<file path="config.mk">
export PLATFORM = sky130hd
export DESIGN_NAME = fifo_serial_tx
export DESIGN_NICKNAME = d
export VERILOG_FILES = /design/src/rtl/tx_serial_pkg.sv /design/src/rtl/fifo_serial_tx_baud_timer.sv /design/src/rtl/fifo_serial_tx.sv
export SDC_FILE = /design/constraint.sdc
export NUM_CORES = 1
export LEC_CHECK = 0
export BUFFER_PORTS_ARGS = -buffer_cell sky130_fd_sc_hd__buf_4
export CAP_MARGIN = 20
export CELL_PAD_IN_SITES_DETAIL_PLACEMENT = 1
export CELL_PAD_IN_SITES_GLOBAL_PLACEMENT = 1
export CORE_MARGIN = 8
export CORE_UTILIZATION = 35
export CTS_BUF_LIST = sky130_fd_sc_hd__clkbuf_8
export DETAILED_ROUTE_END_ITERATION = 8
export PLACE_DENSITY = 0.63
export SLEW_MARGIN = 0
export SYNTH_ARGS = -nofsm -noshare
export SYNTH_HDL_FRONTEND = slang
export SYNTH_SLANG_ARGS = --single-unit
</file>
<file path="constraint.sdc">
create_clock -name clk -period 3.8 [get_ports clk]
set_input_delay 0.38 -clock clk [delete_from_list [all_inputs] [get_ports clk]]
set_output_delay 0.38 -clock clk [all_outputs]
set_load 0.01 [all_outputs]
</file>
<file path="src/rtl/tx_serial_pkg.sv">
// Shared types and line-level constants for the FIFO-fed serial transmitter.
package tx_serial_pkg;

    typedef enum logic [2:0] {
        ST_IDLE,
        ST_START,
        ST_DATA,
        ST_PARITY,
        ST_STOP
    } tx_state_t;

    localparam logic START_LVL = 1'b0;
    localparam logic STOP_LVL  = 1'b1;
    localparam logic IDLE_LVL  = 1'b1;
    localparam int   DATA_BITS = 8;

    function automatic logic even_parity(input logic [DATA_BITS-1:0] data);
        return ^data;
    endfunction

endpackage

</file>
<file path="src/rtl/fifo_serial_tx_baud_timer.sv">
// Bit-period counter: counts 0..BIT_PERIOD-1 while enabled and flags the last cycle of each bit.
module baud_timer #(
    parameter int BIT_PERIOD = 10
) (
    input  logic clk,
    input  logic rst,
    input  logic clear,
    input  logic count_en,
    output logic bit_tick
);

    localparam logic [7:0] LAST_COUNT = 8'(BIT_PERIOD - 1);

    logic [7:0] count;

    assign bit_tick = count_en && (count == LAST_COUNT);

    always_ff @(posedge clk) begin
        if (rst) begin
            count <= '0;
        end else if (clear) begin
            count <= '0;
        end else if (count_en) begin
            count <= bit_tick ? 8'd0 : count + 8'd1;
        end
    end

endmodule

</file>
<file path="src/rtl/fifo_serial_tx.sv">
// Drains a first-word-fall-through FIFO and shifts each byte out as an
// async frame: start, 8 data bits LSB-first, optional even parity, stop.
//
// state     | meaning
// ----------+-------------------------------------------------------------
// ST_IDLE   | line high, waiting for tx_enable with a non-empty FIFO
// ST_START  | driving the start bit (low) for one bit period
// ST_DATA   | driving shift[0]; shift right and advance bit index per bit
// ST_PARITY | driving the latched even-parity bit (only when PARITY_EN)
// ST_STOP   | driving the stop bit; last cycle may pop the next byte
module fifo_serial_tx
    import tx_serial_pkg::*;
#(
    parameter int BIT_PERIOD = 10,
    parameter bit PARITY_EN  = 1'b0
) (
    input  logic       clk,
    input  logic       rst,
    input  logic       tx_enable,
    input  logic       fifo_empty,
    input  logic [7:0] read_data,
    output logic       read_enable,
    output logic       serial_out,
    output logic       tx_busy,
    output logic       frame_done
);

    tx_state_t  state;
    tx_state_t  state_nxt;
    logic [7:0] shift;
    logic [7:0] shift_nxt;
    logic       parity;
    logic       parity_nxt;
    logic [2:0] bit_idx;
    logic [2:0] bit_idx_nxt;
    logic       line_nxt;
    logic       can_pop;
    logic       pop;
    logic       bit_tick;

    baud_timer #(
        .BIT_PERIOD(BIT_PERIOD)
    ) u_baud_timer (
        .clk      (clk),
        .rst      (rst),
        .clear    (pop),
        .count_en (state != ST_IDLE),
        .bit_tick (bit_tick)
    );

    // Reset wins over a simultaneous pop condition.
    assign can_pop = tx_enable && !fifo_empty && !rst;

    always_comb begin
        state_nxt   = state;
        shift_nxt   = shift;
        parity_nxt  = parity;
        bit_idx_nxt = bit_idx;
        pop         = 1'b0;
        frame_done  = 1'b0;
        line_nxt    = IDLE_LVL;

        unique case (state)
            ST_IDLE: begin
                if (can_pop) begin
                    pop = 1'b1;
                end
            end
            ST_START: begin
                if (bit_tick) begin
                    state_nxt = ST_DATA;
                end
            end
            ST_DATA: begin
                if (bit_tick) begin
                    shift_nxt   = {1'b0, shift[7:1]};
                    bit_idx_nxt = bit_idx + 3'd1;
                    if (bit_idx == 3'(DATA_BITS - 1)) begin
                        state_nxt = PARITY_EN ? ST_PARITY : ST_STOP;
                    end
                end
            end
            ST_PARITY: begin
                if (bit_tick) begin
                    state_nxt = ST_STOP;
                end
            end
            ST_STOP: begin
                if (bit_tick) begin
                    frame_done = !rst;
                    if (can_pop) begin
                        pop = 1'b1;
                    end else begin
                        state_nxt = ST_IDLE;
                    end
                end
            end
            default: begin
                state_nxt = ST_IDLE;
            end
        endcase

        if (pop) begin
            shift_nxt   = read_data;
            parity_nxt  = even_parity(read_data);
            bit_idx_nxt = '0;
            state_nxt   = ST_START;
        end

        // serial_out is registered, so it follows the level of the state being entered.
        unique case (state_nxt)
            ST_START:  line_nxt = START_LVL;
            ST_DATA:   line_nxt = shift_nxt[0];
            ST_PARITY: line_nxt = parity_nxt;
            ST_STOP:   line_nxt = STOP_LVL;
            default:   line_nxt = IDLE_LVL;
        endcase
    end

    always_ff @(posedge clk) begin
        if (rst) begin
            state      <= ST_IDLE;
            shift      <= '0;
            parity     <= 1'b0;
            bit_idx    <= '0;
            serial_out <= IDLE_LVL;
        end else begin
            state      <= state_nxt;
            shift      <= shift_nxt;
            parity     <= parity_nxt;
            bit_idx    <= bit_idx_nxt;
            serial_out <= line_nxt;
        end
    end

    assign read_enable = pop;
    assign tx_busy     = (state != ST_IDLE);

endmodule
</file>
==> flow_summary.yaml, run 1 <==
status:
  outcome: "finished clean"
clock_network:
  postCtsHoldBufs: 0
  cts_tree: "yes"
  cts_setup_buffers: 0
  cts_resized: 0
  clockBufferDepth: 2
  numClockSinks: 24
  cts_root_buf: "clkbuf_8"
  path_clk_slew_ns: 0.08
  cts_made_buffers: 3
  clk_latency_ns: 0.27
  cts.htree.levels: 1
final_layout:
  area_delta_synth_final_pct: 16.0
  regArea_um2: 480
  fillers: 406
  final_layout_size_suffix_gt1_share_pct: 16.2
  multi_input_area_um2: 684
  fin_nets: 165
  num_antenna_cells: 0
global_route:
  grt_pass1_vias: 1040
  gr-total-overflow: 0
  grt_pass1_wl_um: 4970
  grt_util_all_layers_pct: 11.1
  antenna_found_initial: 0
  grt_max_degree: 27
sta:
  final.setup.tns_ns: 0
  setup_viol_count_final: 0
  drv_slew: 0
  finalCritPeriodShare_pct: 68.8
  rsz0062_at_grt: "false"
  worst_pin_slew_ns: 0.731
  max_slew_margin_pct: 50.9
  period_minus_slack_ns: 2.62
  hold_ws_ns: 0.338
  fmax_mhz: 382
  hold_viol: 0
  skew_ns: 0.00402
worst_setup_path:
  rr_endpoint: "serial_out$_SDFF_PP1_"
  cpPeakStageDelay_ns: 0.45
  cp-start-kind: "flop"
  crit_family: "buffers and inverters"
  slowest_stage: "dfxtp_1"
  crit_chain: "ha_1, nand4bb_1, o21ai_0, nand3_1, inv_1, buf_4"
  worstSetupPathType: "flop to output pin"
  cp_num_buf_inv: 2
  r2r-start: "u_baud_timer.count[0]$_SDFFE_PP0P_"
  r2r_cells: 6
  crit_path_start: "u_baud_timer.count[0]$_SDFFE_PP0P_"
  worstPathRequired_ns: 3.42
  crit_arrival_ns: 2.24
  endpoint_kind: "output pin"
  crit_path_max_fanout: 15
  rrSetupSlack_ns: 1.47
detailed_routing:
  vias_per_cell: 5.20
  drt-initial-drc-count: 36
  ant_nets: 0
  wl_per_cell_um: 14.4
  first_pass_iters: 4
  drt_wl_total_um: 2780
  drc_errors: 0
  routed-via-count: 1008
floorplan:
  fp.dieH_um: 74.8
  fp-row-count: 21
  ioPinCount: 16
  start_util_pct: 36.3
  core_mm2: 0.00334
  die_w_um: 74.8
  die-area_mm2: 0.00560
synth:
  syn_nets: 152
  synth_area_leader_cell: "dfxtp_1"
  synthTopCellsByArea: "dfxtp_1 40%, xnor2_1 5.8%, nor2_1 5.0%"
  ys_warn_count: 0
  yosys_register_bits: 24
  synth-edff-count: 0
  netlist_instances: 136
  synthTopCellsByCount: "24 x dfxtp_1, 16 x nor2_1, 9 x nor3_1"
  synth_top_area_share_pct: 39.7
  synth.most_common_cell: "dfxtp_1"
  netlist_area_mm2: 0.00121
  synth.distinct_cells: 34
  yosysSeqAreaShare_pct: 39.7
  synth_flop_cell: "dfxtp_1"
  synthArstFlopShare_pct: 0
  syn_area_per_cell_um2: 8.91
min_path:
  hold_path_end: "shift[7]$_SDFFE_PP0P_"
  hold_path_depth: 3
  hp-class: "input pin to flop"
  min_from: "read_data[7]"
power_and_ir_drop:
  p_per_area_mw_per_mm2: 350
  power_leakage_nw: 0.510
  max-vdd-ir-drop_v: 0.000143
placed_design:
  gp_congestion: 0.767
  portBuffers: 15
  dpl.hpwl_um: 2100
flow_run:
  cap_violations: 0
routing by layer:
| metal | up-vias | part of all wire [%] | track usage, % |
|---|---|---|---|
| met3 | 4 | 3.8 | 2.66 |
| li1 | 507 | - | - |
| met5 | - | 0 | 0 |
| met4 | 0 | 0.68 | 3.91 |
| met1 | 482 | 48 | 14.2 |
| met2 | 15 | 47 | 17.6 |
cell type report:
type                    count  share of cell area, %
clock buffers               4                   3.92
repair buffers             15                   8.01
multi-input cells         101                   48.7
flip-flops and latches     24                   34.2
inverters                   4                   1.07
well taps                  46                   4.10
through the flow:
stage / setup slack, ns / instances / power (mW) / cell area, µm² / utilization [%]
finish: 1.18 / 194 / 0.492 / 1410 / 42.1
CTS: 1.16 / 194 / 0.496 / 1410 / 42.1
detailed placement: 1.46 / 190 / 0.322 / 1350 / 40.5
floorplan: 1.86 / 136 / 0.302 / 1210 / -
global placement: 1.59 / 190 / 0.321 / 1350 / 40.5
global route: 0.946 / 194 / 0.515 / 1410 / 42.1
cell families (layout without fill, tap and decap cells):
family	count (synthesis)	count (layout)	synth area share (%)
DFF	24	24	39.7
AOI/OAI and AO/OA	27	27	15.9
and+or+nand+nor	53	53	23.9
muxes	3	3	2.48
buffers and inverters	11	23	3.82
adders and majority gates	4	4	4.13
xor gates and xnor gates	14	14	10.1
worst max path at each step:
stage	to	depth (start not counted)	slack (ns)
final	read_enable	6	1.18
after global routing	read_enable	6	0.95
after CTS	read_enable	6	1.16
after detailed placement	read_enable	6	1.46
after global placement	read_enable	6	1.59
after floorplan	serial_out$_SDFF_PP1_	6	1.86
where the power goes:
part	switching, mW	internal (mW)	total (mW)
logic	0.0272	0.0263	0.0535
registers	0.00481	0.257	0.262
clock network	0.0835	0.0925	0.176
total	0.116	0.376	0.492
state kept, by name, indices dropped and copies added (netlist names):
register	cells
shift	8
u_baud_timer.count	8
bit_idx	3
state	3
parity	1
serial_out	1
cell usage in the layout (no fill, tap or decap):
master | netlist | layout
a211o_1 | 1 | 1
a211oi_1 | 2 | 2
a21o_1 | 1 | 1
a21oi_1 | 2 | 2
a221oi_2 | 1 | 1
a22oi_1 | 7 | 7
a31oi_1 | 1 | 1
and3_1 | 1 | 1
and4_2 | 1 | 1
buf_4 | 1 | 15
clkbuf_8 | 0 | 4
dfxtp_1 | 24 | 24
ha_1 | 4 | 4
inv_1 | 4 | 4
mux2i_1 | 3 | 3
nand2_1 | 4 | 4
nand2b_1 | 8 | 8
nand3_1 | 5 | 5
nand4_1 | 2 | 2
nand4bb_1 | 1 | 1
nor2_1 | 16 | 16
nor2b_1 | 1 | 1
nor3_1 | 9 | 9
nor3b_1 | 1 | 1
nor4_4 | 1 | 1
o21ai_0 | 4 | 4
o221a_2 | 1 | 1
o22ai_1 | 6 | 6
o311ai_1 | 1 | 1
or2_2 | 1 | 1
or3_1 | 2 | 2
xnor2_1 | 8 | 8
xor2_1 | 6 | 6
tightest hold or removal path: cells and delay by family:
family / cells / cell delay [ns]
simple gates: 1 / 0.05
compound gates: 1 / 0.06
buf+inv: 1 / 0.09
Note: power is estimated with default switching activity, not from simulation.
==> inputs of run 2 (changes only) <==
PLACE_DENSITY = 0.65   (was 0.63)
clock period = 2.2 ns   (was 3.8 ns; I/O delays follow)
==> run 2 against run 1 <==
  * Final cell count increased by 2.6%
  * First-iteration DRC count increased by 150%
  * Combinational power increased by 89%
  * Highest routed layer unchanged
  * Global-route usage increased by 0.40 points
  * Count of clock-buffer cells in the layout unchanged
  * Largest cell class unchanged
  * Largest power group unchanged
  * Core utilization increased by 1.8 points
  * Critical path depth unchanged
  * Design area increased by 4.2%
  * Total power increased by 75%
  * Via count increased by 3.5%
==> flow_summary.yaml, run 2 (synthesis results as in run 1) <==
status:
  outcome: "finished clean"
worst_setup_path:
  cp_num_buf_inv: 3
  crit_family: "simple AND/OR/NAND/NOR gates"
  endpoint_kind: "output pin"
  worstSetupPathType: "flop to output pin"
  crit_chain: "or3_1, o21ai_2, nand3_1, inv_1, buf_4, buf_4"
  cp.depth: 6
  cpPeakStageDelay_ns: 0.50
  crit_top_cell: "buf_4"
  r2r_cells: 5
  cp-start-kind: "flop"
  crit_arrival_ns: 1.83
  slowest_stage: "or3_1"
  crit_path_max_fanout: 8
  worstPathRequired_ns: 1.98
sta:
  setup_viol_count_final: 0
  fmax_mhz: 488
  period_minus_slack_ns: 2.05
  skew_ns: 0.00120
  hold_viol: 0
  finalCritPeriodShare_pct: 93.2
  rsz0062_at_grt: "false"
  final.setup.tns_ns: 0
  max_slew_margin_pct: 72.9
  drv_slew: 0
  worst_pin_slew_ns: 0.404
flow_run:
  cap_violations: 0
placed_design:
  portBuffers: 15
  dpl.hpwl_um: 2260
  gp_congestion: 0.776
floorplan:
  die_w_um: 74.8
  fp-row-count: 21
  start_util_pct: 36.3
  ioPinCount: 16
  fp.dieH_um: 74.8
  core_mm2: 0.00334
  die-area_mm2: 0.00560
detailed_routing:
  ant_nets: 0
  drc_errors: 0
  routed-via-count: 1043
  vias_per_cell: 5.24
  drt-initial-drc-count: 89
  drt_wl_total_um: 3000
  wl_per_cell_um: 15.1
  first_pass_iters: 4
clock_network:
  cts_tree: "yes"
  path_clk_slew_ns: 0.09
  cts_setup_buffers: 0
  cts_made_buffers: 3
  cts_root_buf: "clkbuf_8"
  numClockSinks: 24
  clk_latency_ns: 0.27
  cts.htree.levels: 1
  clockBufferDepth: 2
power_and_ir_drop:
  max-vdd-ir-drop_v: 0.000366
  p_per_area_mw_per_mm2: 587
  power_leakage_nw: 0.536
  total_power_mw: 0.859
final_layout:
  regArea_um2: 482
  final_common_cell: "dfxtp_1"
  final_layout_size_suffix_gt1_share_pct: 20.9
  area_delta_synth_final_pct: 20.9
  largestRegisters: "shift: 8 flops, u_baud_timer.count: 8 flops"
  final_cell_mix: "23 x dfxtp_1, 20 x buf_4, 16 x nor2_1, 9 x nor3_1"
  num_antenna_cells: 0
  fillers: 405
  fin_nets: 170
  multi_input_area_um2: 704
global_route:
  gr-total-overflow: 0
  grt_max_degree: 27
  grt_util_all_layers_pct: 11.5
  grt_pass1_wl_um: 5050
  antenna_found_initial: 0
  grt_pass1_vias: 1052
min_path:
  hold_path_depth: 3
  hp-class: "input pin to flop"
==> run 2: cell types whose count changed in the layout (fill, tap and decap cells not counted), sizes merged <==
cell / delta
buf: +5
==> run 2: repair_timing <==
| action | CTS | global route |
|---|---|---|
| setup endpoints to repair | 1 | 1 |
| hold buffers | 0 | 0 |
| resized for setup | 2 | 3 |
==> run 2: report_power, final <==
part           internal [mW]  switching (mW)  total, mW
combinational         0.0498          0.0507      0.101
sequential             0.444         0.00897      0.453
clock                  0.160           0.145      0.305
==> run 2: layout make-up <==
class	count	share of cell area (%)
timing repair buffer	20	10.3
tap	46	3.93
clock buffer	4	3.76
multi-input combinational	101	48.1
sequential	24	32.9
inverter	4	1.03
==> run 2: final timing paths <==
kind	start	endpoint	slack, ns
worst min register to register	shift[6]$_SDFFE_PP0P_	shift[6]$_SDFFE_PP0P_	0.49
worst max register to register	u_baud_timer.count[4]$_SDFFE_PP0P_	serial_out$_SDFF_PP1_	0.30
worst max-delay path	u_baud_timer.count[4]$_SDFFE_PP0P_	read_enable	0.15
worst min-delay path	read_data[7]	shift[7]$_SDFFE_PP0P_	0.19
==> run 2: through the flow <==
stage               instances  util [%]  area (µm²)  setup slack, ns  hold WS [ns]
finish                    199      43.9        1460            0.150         0.192
global route              199      43.9        1460           0.0321         0.206
CTS                       199      43.3        1440           0.0552         0.187
detailed placement        195      41.6        1390            0.144         0.469
global placement          195      41.6        1390            0.291         0.446
floorplan                 136         -        1210            0.256         0.329
==> run 2: worst register-to-register path: stages, from the launching register on <==
cell      delay [ns]
dfxtp_1         0.34
or3_1           0.50
or2_2           0.41
a221oi_2        0.32
a21o_1          0.11
o311ai_1        0.09
==> run 2: metal layers <==
metal | part of all wire [%] | wire (µm) | GRT usage, % | vias up
li1 | - | - | - | 520
met1 | 46 | 1390 | 13.9 | 504
met2 | 49 | 1460 | 19.0 | 17
met3 | 4.5 | 135 | 3.86 | 2
met4 | 0.57 | 17 | 2.61 | 0
met5 | 0 | 0 | 0 | -
